<file path="src/rtl/crg_pkg.sv">
// Shared types and default timing for the clock-switch sequencer and the CRG top.
package crg_pkg;

  typedef enum logic [2:0] {
    IDLE, GATE, LOCK, SWITCH, UNGATE, RST, ABORT, ACK
  } sw_state_e;

  localparam int DEF_NUM_SRC    = 4;
  localparam int DEF_RESET_SEL  = 0;
  localparam int DEF_GATE_CYC   = 4;
  localparam int DEF_SETTLE_CYC = 4;
  localparam int DEF_RST_CYC    = 8;
  localparam int DEF_LOCK_TMO   = 256;

  function automatic int max_int(input int a, input int b);
    return (a > b) ? a : b;
  endfunction

endpackage

</file>
<file path="src/rtl/crg_sync2.sv">
// Two-flop synchroniser for a single asynchronous level; clears to 0 on reset.
module crg_sync2 (
  input  logic clk_i,
  input  logic arst_n_i,
  input  logic d_i,
  output logic q_o
);

  logic r_meta;
  logic r_sync;

  always_ff @(posedge clk_i or negedge arst_n_i) begin
    if (!arst_n_i) begin
      r_meta <= 1'b0;
      r_sync <= 1'b0;
    end else begin
      r_meta <= d_i;
      r_sync <= r_meta;
    end
  end

  assign q_o = r_sync;

endmodule

</file>
<file path="src/rtl/clk_switch_ctrl.sv">
// Clock-source switch sequencer: gate, wait for target lock, switch, settle, ungate, optional reset pulse.
// Runs on the reference clock so it keeps sequencing while the generated clock is gated.
module clk_switch_ctrl
  import crg_pkg::*;
#(
  parameter  int NUM_SRC    = DEF_NUM_SRC,
  parameter  int RESET_SEL  = DEF_RESET_SEL,
  parameter  int GATE_CYC   = DEF_GATE_CYC,
  parameter  int SETTLE_CYC = DEF_SETTLE_CYC,
  parameter  int RST_CYC    = DEF_RST_CYC,
  parameter  int LOCK_TMO   = DEF_LOCK_TMO,
  localparam int SEL_W      = $clog2(NUM_SRC)
) (
  input  logic               ref_clk_i,
  input  logic               arst_n_i,
  input  logic               sw_req_i,
  input  logic [SEL_W-1:0]   sw_sel_i,
  input  logic               sw_rst_i,
  input  logic [NUM_SRC-1:0] pll_lock_i,
  output logic               sw_ack_o,
  output logic               sw_err_o,
  output logic               busy_o,
  output logic [SEL_W-1:0]   sel_o,
  output logic               en_o,
  output logic               arst_req_o
);

  localparam int CNT_MAX = max_int(max_int(GATE_CYC, SETTLE_CYC), max_int(RST_CYC, LOCK_TMO));
  localparam int CNT_W   = $clog2(CNT_MAX + 1);
  localparam logic [CNT_W-1:0] GATE_LD   = CNT_W'(GATE_CYC - 1);
  localparam logic [CNT_W-1:0] TMO_LD    = CNT_W'(LOCK_TMO - 1);
  localparam logic [CNT_W-1:0] SETTLE_LD = CNT_W'(SETTLE_CYC - 1);
  localparam logic [CNT_W-1:0] RST_LD    = CNT_W'(RST_CYC - 1);

  sw_state_e          r_state;
  sw_state_e          w_nxt;
  logic [CNT_W-1:0]   r_cnt;
  logic [CNT_W-1:0]   w_cnt_nxt;
  logic [SEL_W-1:0]   r_tgt;
  logic               r_rst;
  logic [SEL_W-1:0]   r_sel;
  logic               r_en;
  logic               r_arst;
  logic               r_ack;
  logic               r_err;
  logic               r_busy;
  logic [NUM_SRC-1:0] w_lock_s;
  logic               w_capture;

  for (genvar g = 0; g < NUM_SRC; g++) begin : g_lock_sync
    crg_sync2 u_sync (
      .clk_i    (ref_clk_i),
      .arst_n_i (arst_n_i),
      .d_i      (pll_lock_i[g]),
      .q_o      (w_lock_s[g])
    );
  end

  assign w_capture = (r_state == IDLE) && sw_req_i;

  always_comb begin
    w_nxt     = r_state;
    w_cnt_nxt = r_cnt;
    case (r_state)
      IDLE: begin
        if (sw_req_i) begin
          if ((sw_sel_i == r_sel) && !sw_rst_i) begin
            w_nxt = ACK;
          end else begin
            w_nxt     = GATE;
            w_cnt_nxt = GATE_LD;
          end
        end
      end
      GATE: begin
        if (r_cnt == '0) begin
          w_nxt     = LOCK;
          w_cnt_nxt = TMO_LD;
        end else begin
          w_cnt_nxt = r_cnt - CNT_W'(1);
        end
      end
      LOCK: begin
        if (w_lock_s[r_tgt]) begin
          w_nxt     = SWITCH;
          w_cnt_nxt = SETTLE_LD;
        end else if (r_cnt == '0) begin
          w_nxt = ABORT;
        end else begin
          w_cnt_nxt = r_cnt - CNT_W'(1);
        end
      end
      SWITCH: begin
        if (r_cnt == '0) w_nxt = UNGATE;
        else             w_cnt_nxt = r_cnt - CNT_W'(1);
      end
      UNGATE: begin
        if (r_rst) begin
          w_nxt     = RST;
          w_cnt_nxt = RST_LD;
        end else begin
          w_nxt = ACK;
        end
      end
      RST: begin
        if (r_cnt == '0) w_nxt = ACK;
        else             w_cnt_nxt = r_cnt - CNT_W'(1);
      end
      ABORT:   w_nxt = ACK;
      ACK:     if (!sw_req_i) w_nxt = IDLE;
      default: w_nxt = IDLE;
    endcase
  end

  // Outputs are decoded from the next state so every output is a flop aligned with r_state.
  always_ff @(posedge ref_clk_i or negedge arst_n_i) begin
    if (!arst_n_i) begin
      r_state <= IDLE;
      r_cnt   <= '0;
      r_tgt   <= '0;
      r_rst   <= 1'b0;
      r_sel   <= SEL_W'(RESET_SEL);
      r_en    <= 1'b1;
      r_arst  <= 1'b0;
      r_ack   <= 1'b0;
      r_err   <= 1'b0;
      r_busy  <= 1'b0;
    end else begin
      r_state <= w_nxt;
      r_cnt   <= w_cnt_nxt;
      if (w_capture) begin
        r_tgt <= sw_sel_i;
        r_rst <= sw_rst_i;
      end
      if (w_nxt == SWITCH) r_sel <= r_tgt;
      r_en   <= !((w_nxt == GATE) || (w_nxt == LOCK) || (w_nxt == SWITCH));
      r_arst <= (w_nxt == RST);
      r_ack  <= (w_nxt == ACK);
      r_err  <= (w_nxt == ACK) && ((r_state == ABORT) || r_err);
      r_busy <= (w_nxt != IDLE);
    end
  end

  assign sw_ack_o   = r_ack;
  assign sw_err_o   = r_err;
  assign busy_o     = r_busy;
  assign sel_o      = r_sel;
  assign en_o       = r_en;
  assign arst_req_o = r_arst;

endmodule

</file>
<file path="config.mk">
export PLATFORM = sky130hd
export DESIGN_NAME = clk_switch_ctrl
export DESIGN_NICKNAME = d
export VERILOG_FILES = /design/src/rtl/crg_pkg.sv /design/src/rtl/crg_sync2.sv /design/src/rtl/clk_switch_ctrl.sv
export SDC_FILE = /design/constraint.sdc
export NUM_CORES = 1
export LEC_CHECK = 0
export CORE_MARGIN = 2
export CORE_UTILIZATION = 48
export CTS_BUF_LIST = sky130_fd_sc_hd__clkbuf_8
export DETAILED_ROUTE_END_ITERATION = 8
export MAX_ROUTING_LAYER = met4
export PLACE_DENSITY = 0.71
export SKIP_LAST_GASP = 1
export SYNTH_ARGS = -nofsm -noshare
export SYNTH_HDL_FRONTEND = slang
export SYNTH_HIERARCHICAL = 1
export SYNTH_SLANG_ARGS = --single-unit
</file>
<file path="constraint.sdc">
create_clock -name ref_clk_i -period 5.5 [get_ports ref_clk_i]
set_clock_uncertainty 0.1 [all_clocks]
set_input_delay 1.1 -clock ref_clk_i [delete_from_list [all_inputs] [get_ports ref_clk_i]]
set_output_delay 1.1 -clock ref_clk_i [all_outputs]
set_load 0.01 [all_outputs]
</file>
* Word level (Yosys, flattened, before mapping)
Index checks and enable logic that the tools add are counted.
** Storage, ports and cells
- Register bits :: 30
- Input port bits :: 10
- Output and inout port bits :: 7
- Logic and storage cells :: 69
** Cells by class
- Add/subtract/negate cells :: 1
- Order comparisons :: 1
- Eq/ne operators :: 16
- Mux-type cells :: 19
- Reductions and logical operators :: 14
** Operator list (number)
- 9-bit 2-to-1 mux :: 6
- 9-bit one-hot mux with 5 select lines :: 1
- 3-bit 2-to-1 mux :: 8
- 3-bit one-hot mux with 8 select lines :: 1
- 3-bit equality test (second input constant) :: 6
- 3-bit by 2-bit equality test with 1-bit output (second input constant) :: 4
- 9-bit zero test :: 1
- 9-bit by 1-bit subtractor with 9-bit output (second input constant) :: 1
- 3-bit by 1-bit equality test with 1-bit output (second input constant) :: 2
- 2-bit inequality test (second input constant) :: 3
- 5-bit nonzero test :: 1
- 4-bit AND reduction :: 1
- 1-bit logical AND :: 3
- 3-bit zero test :: 1
- 1-bit logical OR :: 3
- 2-bit by 3-bit < comparator with 1-bit output (second input constant) :: 1
- 3-bit nonzero test :: 1
- 1-bit binary-select mux with 2-bit select :: 1
- 2-bit equality test :: 1
- 1-bit zero test :: 2
- 2-bit 2-to-1 mux :: 1
- 2-bit OR reduction :: 1
- 1-bit 2-to-1 mux :: 1

* Longest topological paths before layout
Gate-level depths: netlist of the first run.
- Depth in word-level cells :: 9
- Depth in mapped cells :: 9
- Mapped depth without buffers :: 8

* By module
The synthesis of the first run kept the hierarchy.
** By module, submodules not included
- clk_switch_ctrl :: instances 1, cells an instance 127, area each 1275.0 um^2, sequential area each 551.8 um^2
- crg_sync2 :: instances 4, cells an instance 2, area each 50.0 um^2, sequential area each 50.0 um^2

* Least setup slack after synthesis of the first run
OpenSTA, ideal clock, no wires.
- Path kind :: input -> register
- Start :: input port sw_sel_i[1]
- End :: register r_cnt[1]
- Setup time :: 0.129 ns
- Arrival time :: 2.110 ns
- Required time :: 5.271 ns
- Path slack :: 3.161 ns
- Stages on the path :: 5
- Path buffers :: 0
- Path through :: xnor2_1 a311oi_1 o31ai_2 o21bai_1 a22oi_1
** Between the ends
- Word-level cells in the longest chain between the ends :: 4
** RTL lines
- start, declared :: line clk_switch_ctrl.sv:17 : input logic [SEL_W-1:0] sw_sel_i,
- 2-bit equality test :: line clk_switch_ctrl.sv:67 : if ((sw_sel_i == r_sel) && !sw_rst_i) begin
- 1-bit logical AND :: line clk_switch_ctrl.sv:67
- 2-bit inequality test (no source line)
- 4-bit AND reduction (no source line)
- end signal, assigned :: line clk_switch_ctrl.sv:130 : r_cnt <= w_cnt_nxt;
- end, declared :: line clk_switch_ctrl.sv:37 : logic [CNT_W-1:0] r_cnt;
Every way passes these cells.
A chain may end at the register's enable or synchronous reset.

* Worst setup path in the final report of the first run
- Start :: input port sw_sel_i[0]
- End :: register r_cnt[1]
Same word-level chain as after synthesis.

==> results of run 1 <==
[layout by cell type (no fill, tap or decap), types with 3 or more instances in the layout]
cell type        instances
inv_1                    8
a21oi_1                  6
nand2_1                 12
nor2_1                   5
clkbuf_8                 6
dfrtp_1                 29
ha_1                     3
clkdlybuf4s50_1         16
mux2_2                   6
o21ai_0                 12
[where the power goes]
group / internal [mW] / switching, mW
logic: 0.210 / 0.220
clock network: 0.100 / 0.0812
registers: 0.298 / 0.0949
[state kept, by name, summed over array words and instances, names as in the netlist]
name / cells
g_lock_sync.u_sync/q_o: 4
arst_req_o: 1
en_o: 1
sw_err_o: 1
sel_o: 2
r_cnt: 9
g_lock_sync.u_sync/r_meta: 4
busy_o: 1
r_tgt: 2
r_state: 3
sw_ack_o: 1
r_rst: 1
[area by class of cell]
class,instances,area (um2)
tap,33,41.3
sequential,30,752
multi-input combinational,93,677
clock buffer,6,82.6
inverter,8,30.0
timing repair buffer,17,168
clock inverter,2,12.5
fill,250,1210
[path summary, 6_finish.rpt]
path	endpoint	start
worst max-delay path	r_cnt[1]	sw_sel_i[0]
worst min-delay path	g_lock_sync[0].u_sync/q_o	g_lock_sync[0].u_sync/r_meta
worst max register to register	sw_err_o	r_cnt[0]
worst min register to register	g_lock_sync[0].u_sync/q_o	g_lock_sync[0].u_sync/r_meta
max in group asynchronous	en_o	arst_n_i
min in group asynchronous	r_cnt[5]	arst_n_i
[stage by stage]
step                setup slack [ns]  utilization  instances  area [um2]  power [mW]
detailed placement              2.44        0.560        181        1670       0.820
floorplan                       3.16            -        135        1480       0.696
global route                    2.59        0.592        189        1760        1.08
global placement                2.52        0.560        181        1670       0.805
finish                          2.72        0.592        189        1760        1.00
CTS                             2.75        0.592        189        1760        1.01
[worst reg2reg max path, delay by kind of cell, from the launching register on]
| family | cells | cell delay [ns] |
|---|---|---|
| DFF | 1 | 0.41 |
| buffers and inverters | 1 | 0.11 |
| AOI/OAI and AO/OA | 3 | 0.93 |
| and+or+nand+nor | 2 | 0.82 |
| adders and majority gates | 1 | 0.16 |
[logic make-up after synthesis]
group,count (synthesis)
buffers and inverters,12
flip-flops,30
AO/OA/AOI/OAI,45
adder cells (fa/ha/maj),3
XOR/XNOR,2
multiplexers,7
AND/OR/NAND/NOR,36
[layer usage]
metal,vias to the layer above,part of all wire,GRT usage
met3,5,0.049,0.0524
met5,-,0,-
met4,0,0.016,0.0909
met2,38,0.50,0.295
met1,538,0.44,0.227
li1,548,-,-
==> flow_results.xml, run 1 <==
<?xml version="1.0" encoding="UTF-8"?>
<metrics>
  <group name="place">
    <metric name="io_buffers" unit="">16</metric>
    <metric name="dpl.hpwl" unit="mm">2.02</metric>
    <metric name="place.gp.congestion" unit="">0.812</metric>
  </group>
  <group name="cts">
    <metric name="level_count_of_the_clock_h_tree" unit="">2</metric>
    <metric name="clock_pin_slew_worst_setup_and_hold_paths" unit="ns">0.07</metric>
    <metric name="max-clock-path-buffers" unit="">2</metric>
    <metric name="post_cts.repair.setup_buffers" unit="">0</metric>
    <metric name="cts-resized-gates" unit="">0</metric>
    <metric name="cts-buffers-inserted" unit="">5</metric>
    <metric name="cts_tree" unit="">built</metric>
    <metric name="cts_hold_buf" unit="">0</metric>
    <metric name="ctsRootBufferMaster" unit="">clkbuf_8</metric>
    <metric name="worst_skew_pair.late_latency" unit="ns">0.28</metric>
    <metric name="numClockSinks" unit="">30</metric>
  </group>
  <group name="worst_hold_path">
    <metric name="holdCritPathClass" unit="">register to register</metric>
    <metric name="whs_path_depth" unit="">0</metric>
  </group>
  <group name="grt">
    <metric name="globalRoute.totalOverflow" unit="">0</metric>
    <metric name="grt_max_degree" unit="">31</metric>
    <metric name="grt_first_pass_wirelength" unit="mm">4.77</metric>
    <metric name="grt_pass1_vias" unit="">1059</metric>
    <metric name="grt_use_total" unit="">0.190</metric>
    <metric name="grt_antenna_before_repair" unit="">0</metric>
  </group>
  <group name="logic_synthesis">
    <metric name="synthesis.instances" unit="">135</metric>
    <metric name="edff_count_synth" unit="">0</metric>
    <metric name="largest_family_of_logic_cells_by_synthesized_area" unit="">compound AO/OA/AOI/OAI gates</metric>
    <metric name="async_set_reset_flop_share_out_of_synthesis" unit="">1.00</metric>
    <metric name="yosys.area_share.xor_xnor" unit="">0.0119</metric>
    <metric name="yosys.area_share.adder" unit="">0.0254</metric>
    <metric name="synth.lib_cells_used.distinct" unit="">49</metric>
    <metric name="yosysSeqAreaShare" unit="">0.510</metric>
    <metric name="synth_warnings" unit="">6</metric>
    <metric name="netlist_top_cells_count" unit="">29 x dfrtp_1, 12 x nand2_1, 12 x o21ai_0</metric>
    <metric name="mappedNetlistNets" unit="">148</metric>
    <metric name="post_synth_mux_area_share" unit="">0.0611</metric>
    <metric name="synth_compound_area_frac" unit="">0.227</metric>
    <metric name="yosysMostFrequentCell" unit="">dfrtp_1</metric>
    <metric name="syn_avg_cell_area" unit="um2">10.9</metric>
    <metric name="post_synth_and_or_nand_nor_area_fraction" unit="">0.133</metric>
    <metric name="synth_area_leader" unit="">dfrtp_1</metric>
    <metric name="mappedNetlistArea" unit="mm2">0.00148</metric>
    <metric name="synth.ff_latch_count" unit="">30</metric>
    <metric name="synth.top_cells.by_area" unit="">dfrtp_1 49%, mux2_2 4.6%, o21ai_0 4.1%</metric>
    <metric name="predominant_post_synthesis_flop_cell" unit="">dfrtp_1</metric>
    <metric name="yosysTopAreaCellShare" unit="">0.492</metric>
  </group>
  <group name="timing">
    <metric name="setup_tns" unit="ns">0</metric>
    <metric name="final_min_period_over_clock_period" unit="">0.505</metric>
    <metric name="worst_slew_pin_slew" unit="ns">0.697</metric>
    <metric name="report.final.hold_viol_count" unit="">0</metric>
    <metric name="max_clock_freq" unit="MHz">360</metric>
    <metric name="timing.final.crit_period" unit="ns">2.78</metric>
    <metric name="setup_repair_after_global_routing_missed_its_margin" unit="">no</metric>
    <metric name="holdWs" unit="ns">0.238</metric>
    <metric name="finalSetupViolCount" unit="">0</metric>
    <metric name="drv_slew" unit="">0</metric>
    <metric name="timing.slew.headroom" unit="">0.532</metric>
  </group>
  <group name="cells_and_area">
    <metric name="drive_above_1_share" unit="">0.167</metric>
    <metric name="ant_diodes" unit="">0</metric>
    <metric name="layout.nets" unit="">168</metric>
    <metric name="area_growth_syn_to_layout" unit="%">19.5</metric>
  </group>
  <group name="floorplanning">
    <metric name="initial_utilization" unit="">0.495</metric>
    <metric name="io-pin-count" unit="">17</metric>
    <metric name="floorplan.rows" unit="">20</metric>
    <metric name="dieArea" unit="mm2">0.00353</metric>
    <metric name="chipWidth" unit="um">59.4</metric>
    <metric name="core_area" unit="mm2">0.00298</metric>
    <metric name="die_height" unit="um">59.4</metric>
  </group>
  <group name="route">
    <metric name="remaining_drc_errors" unit="">0</metric>
    <metric name="routedWlPerCell" unit="um">15.0</metric>
    <metric name="detail-route-antenna-nets" unit="">0</metric>
    <metric name="drt_first_iter_violations" unit="">68</metric>
    <metric name="routed-via-count" unit="">1129</metric>
    <metric name="dr.pass1.iters" unit="">4</metric>
    <metric name="via_density_per_instance" unit="">5.97</metric>
    <metric name="wl" unit="mm">2.84</metric>
  </group>
  <group name="worst_setup_path">
    <metric name="timing.critical_path.slowest_stage_cell" unit="">o31ai_2</metric>
    <metric name="worstSetupPathDepth" unit="">6</metric>
    <metric name="crit_type" unit="">input pin to register</metric>
    <metric name="cp_max_fo" unit="">9</metric>
    <metric name="critPathLaunchType" unit="">input pin</metric>
    <metric name="critical-path-max-stage-delay" unit="ns">0.63</metric>
    <metric name="cp_top_family" unit="">compound AO/OA/AOI/OAI gates</metric>
    <metric name="worst_reg_to_reg_setup_slack" unit="ns">2.91</metric>
    <metric name="worstRegToRegCells" unit="">7</metric>
    <metric name="crit_chain" unit="">clkdlybuf4s50_1 &gt; xnor2_1 &gt; a311oi_1 &gt; o31ai_2 &gt; o21bai_1 &gt; a22oi_1</metric>
    <metric name="critPathCaptureType" unit="">register</metric>
    <metric name="critical_path.n_buffers_inverters" unit="">1</metric>
    <metric name="worstPathRequired" unit="ns">5.56</metric>
    <metric name="worstPathArrival" unit="ns">2.84</metric>
  </group>
  <group name="run">
    <metric name="drv_cap" unit="">0</metric>
  </group>
  <group name="pwr">
    <metric name="cellPowerDensity" unit="mW/mm2">570</metric>
    <metric name="static-leakage-power" unit="nW">0.765</metric>
    <metric name="ir_drop" unit="uV">305</metric>
  </group>
  <group name="status">
    <metric name="outcome" unit="">finished clean</metric>
  </group>
</metrics>
(Power assumes the default switching activity.)
==> inputs of run 2 (changes only) <==
--- a/config.mk
+++ b/config.mk
@@ -10,7 +10,7 @@
 export CTS_BUF_LIST = sky130_fd_sc_hd__clkbuf_8
 export DETAILED_ROUTE_END_ITERATION = 8
 export MAX_ROUTING_LAYER = met4
-export PLACE_DENSITY = 0.71
+export PLACE_DENSITY = 0.74
 export SKIP_LAST_GASP = 1
 export SYNTH_ARGS = -nofsm -noshare
 export SYNTH_HDL_FRONTEND = slang
==> constraint.sdc (replaced) <==
create_clock -name ref_clk_i -period 2.24 [get_ports ref_clk_i]
set_clock_uncertainty 0.1 [all_clocks]
set_input_delay 0.448 -clock ref_clk_i [delete_from_list [all_inputs] [get_ports ref_clk_i]]
set_output_delay 0.448 -clock ref_clk_i [all_outputs]
set_load 0.01 [all_outputs]
==> run 2 against run 1 <==
Compared with the run above:
- register-to-register slack worse by 2.9 ns
- non-clock buffer count up 10
- count of clock-buffer cells in the layout unchanged
- critical path type is now register to register
- clock power grew 140%
- power grew to 2.7 times the previous value
- cell area is 7.7% higher
- via count increased by 7.3%
==> flow_results.xml, run 2 (synthesis gave the netlist of run 1 again) <==
<?xml version="1.0" encoding="UTF-8"?>
<metrics>
  <group name="grt">
    <metric name="grt.busiest_layer" unit="">met2</metric>
    <metric name="grt_max_degree" unit="">31</metric>
    <metric name="global_route.usage.met3" unit="">0.0611</metric>
    <metric name="grt_pass1_vias" unit="">1183</metric>
    <metric name="gr-usage-met2" unit="">0.330</metric>
    <metric name="grt_first_pass_wirelength" unit="mm">5.29</metric>
    <metric name="grt_use_total" unit="">0.212</metric>
    <metric name="grt_antenna_before_repair" unit="">0</metric>
    <metric name="globalRoute.totalOverflow" unit="">0</metric>
    <metric name="met1_usage" unit="">0.258</metric>
  </group>
  <group name="floorplanning">
    <metric name="dieArea" unit="mm2">0.00353</metric>
    <metric name="chipWidth" unit="um">59.4</metric>
    <metric name="initial_utilization" unit="">0.495</metric>
    <metric name="io-pin-count" unit="">17</metric>
    <metric name="die_height" unit="um">59.4</metric>
    <metric name="floorplan.rows" unit="">20</metric>
    <metric name="core_area" unit="mm2">0.00298</metric>
  </group>
  <group name="timing">
    <metric name="setup_tns" unit="ns">0</metric>
    <metric name="timing.slew.headroom" unit="">0.671</metric>
    <metric name="drv_slew" unit="">0</metric>
    <metric name="finalSetupViolCount" unit="">0</metric>
    <metric name="final_critical_path_setup_slack" unit="ns">0.0160</metric>
    <metric name="setup_repair_after_global_routing_missed_its_margin" unit="">yes</metric>
    <metric name="max_clock_freq" unit="MHz">450</metric>
    <metric name="final_min_period_over_clock_period" unit="">0.993</metric>
    <metric name="holdWs" unit="ns">0.246</metric>
    <metric name="report.final.hold_viol_count" unit="">0</metric>
    <metric name="worst_slew_pin_slew" unit="ns">0.494</metric>
    <metric name="timing.final.crit_period" unit="ns">2.22</metric>
  </group>
  <group name="cts">
    <metric name="worst_skew_pair.late_latency" unit="ns">0.28</metric>
    <metric name="max-clock-path-buffers" unit="">2</metric>
    <metric name="cts_hold_buf" unit="">0</metric>
    <metric name="ctsRootBufferMaster" unit="">clkbuf_8</metric>
    <metric name="level_count_of_the_clock_h_tree" unit="">2</metric>
    <metric name="cts-buffers-inserted" unit="">5</metric>
    <metric name="clock_pin_slew_worst_setup_and_hold_paths" unit="ns">0.06</metric>
    <metric name="cts_tree" unit="">built</metric>
    <metric name="numClockSinks" unit="">30</metric>
  </group>
  <group name="pwr">
    <metric name="sw_frac_of_total" unit="">0.397</metric>
    <metric name="power_frac_seq" unit="">0.360</metric>
    <metric name="combinationalPowerShare" unit="">0.480</metric>
    <metric name="switching_power" unit="mW">1.08</metric>
    <metric name="ir_drop" unit="uV">703</metric>
    <metric name="cellPowerDensity" unit="mW/mm2">1430</metric>
    <metric name="static-leakage-power" unit="nW">0.828</metric>
    <metric name="finalPower" unit="mW">2.72</metric>
    <metric name="clkPwrFrac" unit="">0.160</metric>
    <metric name="cell_internal_pwr" unit="mW">1.64</metric>
  </group>
  <group name="worst_setup_path">
    <metric name="critPathLaunchType" unit="">register</metric>
    <metric name="reg2reg_from" unit="">r_cnt[1]</metric>
    <metric name="worstPathArrival" unit="ns">2.30</metric>
    <metric name="crit_type" unit="">register to register</metric>
    <metric name="cp_max_fo" unit="">3</metric>
    <metric name="regToRegEndpoint" unit="">sw_ack_o</metric>
    <metric name="endpoint" unit="">sw_ack_o</metric>
    <metric name="worstPathRequired" unit="ns">2.31</metric>
    <metric name="worst_reg_to_reg_setup_slack" unit="ns">0.02</metric>
    <metric name="critPathLaunch" unit="">r_cnt[1]</metric>
    <metric name="critPathCaptureType" unit="">register</metric>
    <metric name="worstRegToRegCells" unit="">7</metric>
  </group>
  <group name="cells_and_area">
    <metric name="max_flop_register" unit="">r_cnt</metric>
    <metric name="layout.cells.most_common" unit="">dfrtp_1</metric>
    <metric name="largest_register_ffs" unit="">9</metric>
    <metric name="area_growth_syn_to_layout" unit="%">28.7</metric>
    <metric name="layout.nets" unit="">178</metric>
    <metric name="ant_diodes" unit="">0</metric>
    <metric name="finalCoreUtilization" unit="">0.637</metric>
    <metric name="drive_above_1_share" unit="">0.259</metric>
    <metric name="fillerInstances" unit="">233</metric>
    <metric name="layout_common_cells" unit="">29 x dfrtp_1, 16 x clkdlybuf4s50_1, 12 x nand2_1, 11 x o21ai_0, 11 x buf_4</metric>
  </group>
  <group name="route">
    <metric name="drt_first_iter_violations" unit="">96</metric>
    <metric name="routed-via-count" unit="">1211</metric>
    <metric name="wl" unit="mm">3.18</metric>
    <metric name="detail-route-antenna-nets" unit="">0</metric>
    <metric name="remaining_drc_errors" unit="">0</metric>
    <metric name="dr.pass1.iters" unit="">4</metric>
    <metric name="via_density_per_instance" unit="">6.09</metric>
    <metric name="routedWlPerCell" unit="um">16.0</metric>
  </group>
  <group name="place">
    <metric name="place_ws" unit="ns">-0.140</metric>
    <metric name="io_buffers" unit="">16</metric>
    <metric name="dpl.hpwl" unit="mm">2.19</metric>
    <metric name="place.gp.congestion" unit="">0.804</metric>
  </group>
  <group name="run">
    <metric name="drv_cap" unit="">0</metric>
  </group>
  <group name="worst_hold_path">
    <metric name="holdCritPathClass" unit="">register to register</metric>
  </group>
  <group name="status">
    <metric name="outcome" unit="">finished clean</metric>
  </group>
</metrics>
==> run 2: worst min path at each step <==
stage	start	endpoint	slack, ns	cells past startpoint
finish	g_lock_sync[0].u_sync/r_meta	g_lock_sync[0].u_sync/q_o	0.25	0
global route	g_lock_sync[1].u_sync/r_meta	g_lock_sync[1].u_sync/q_o	0.26	0
CTS	g_lock_sync[0].u_sync/r_meta	g_lock_sync[0].u_sync/q_o	0.25	0
detailed placement	g_lock_sync[2].u_sync/r_meta	g_lock_sync[2].u_sync/q_o	0.24	0
global placement	g_lock_sync[1].u_sync/r_meta	g_lock_sync[1].u_sync/q_o	0.23	0
floorplan	arst_n_i	arst_req_o	0.05	0
==> run 2: layout make-up <==
| cell class | instances | area [um2] | area share |
|---|---|---|---|
| clock buffers | 6 | 82.6 | 0.0435 |
| clock inverters | 2 | 8.76 | 0.00461 |
| multi-input cells | 93 | 741 | 0.390 |
| repair buffers | 27 | 243 | 0.128 |
| well taps | 33 | 41.3 | 0.0218 |
| inverters | 8 | 30.0 | 0.0158 |
| flip-flops and latches | 30 | 752 | 0.396 |
==> run 2: stage by stage <==
stage / std cells / area [um2]
finish: 199 / 1900
global route: 199 / 1900
CTS: 198 / 1830
detailed placement: 190 / 1740
global placement: 190 / 1740
floorplan: 135 / 1480
==> run 2: per-layer routing <==
metal | share of wire | vias to the layer above
li1 | - | 573
met1 | 0.43 | 591
met2 | 0.51 | 39
met3 | 0.045 | 8
met4 | 0.018 | 0
met5 | 0 | -
==> run 2: critical path: stages (launching register included) <==
cell and delay [ns]:
dfrtp_1 0.40, inv_2 0.08, ha_4 0.12, or4b_4 0.50
o311ai_4 0.32, o311ai_4 0.16, a41o_1 0.26, and3_4 0.17
==> run 2: what timing repair did <==
action	4_1_cts	5_1_grt
hold endpoints to repair	0	0
pin swaps	0	2
setup endpoints to repair	1	10
setup buffers	0	1
gates cloned	0	0
resized for setup	1	13
==> run 2: power by group through the flow <==
stage	clock, mW	combinational, mW	sequential (mW)
after detailed placement	0	1.16	0.960
after CTS	0.446	1.19	0.953
after global placement	0	1.12	0.948
after global routing	0.469	1.45	1.01
final	0.435	1.30	0.978
after floorplan	0	0.827	0.882
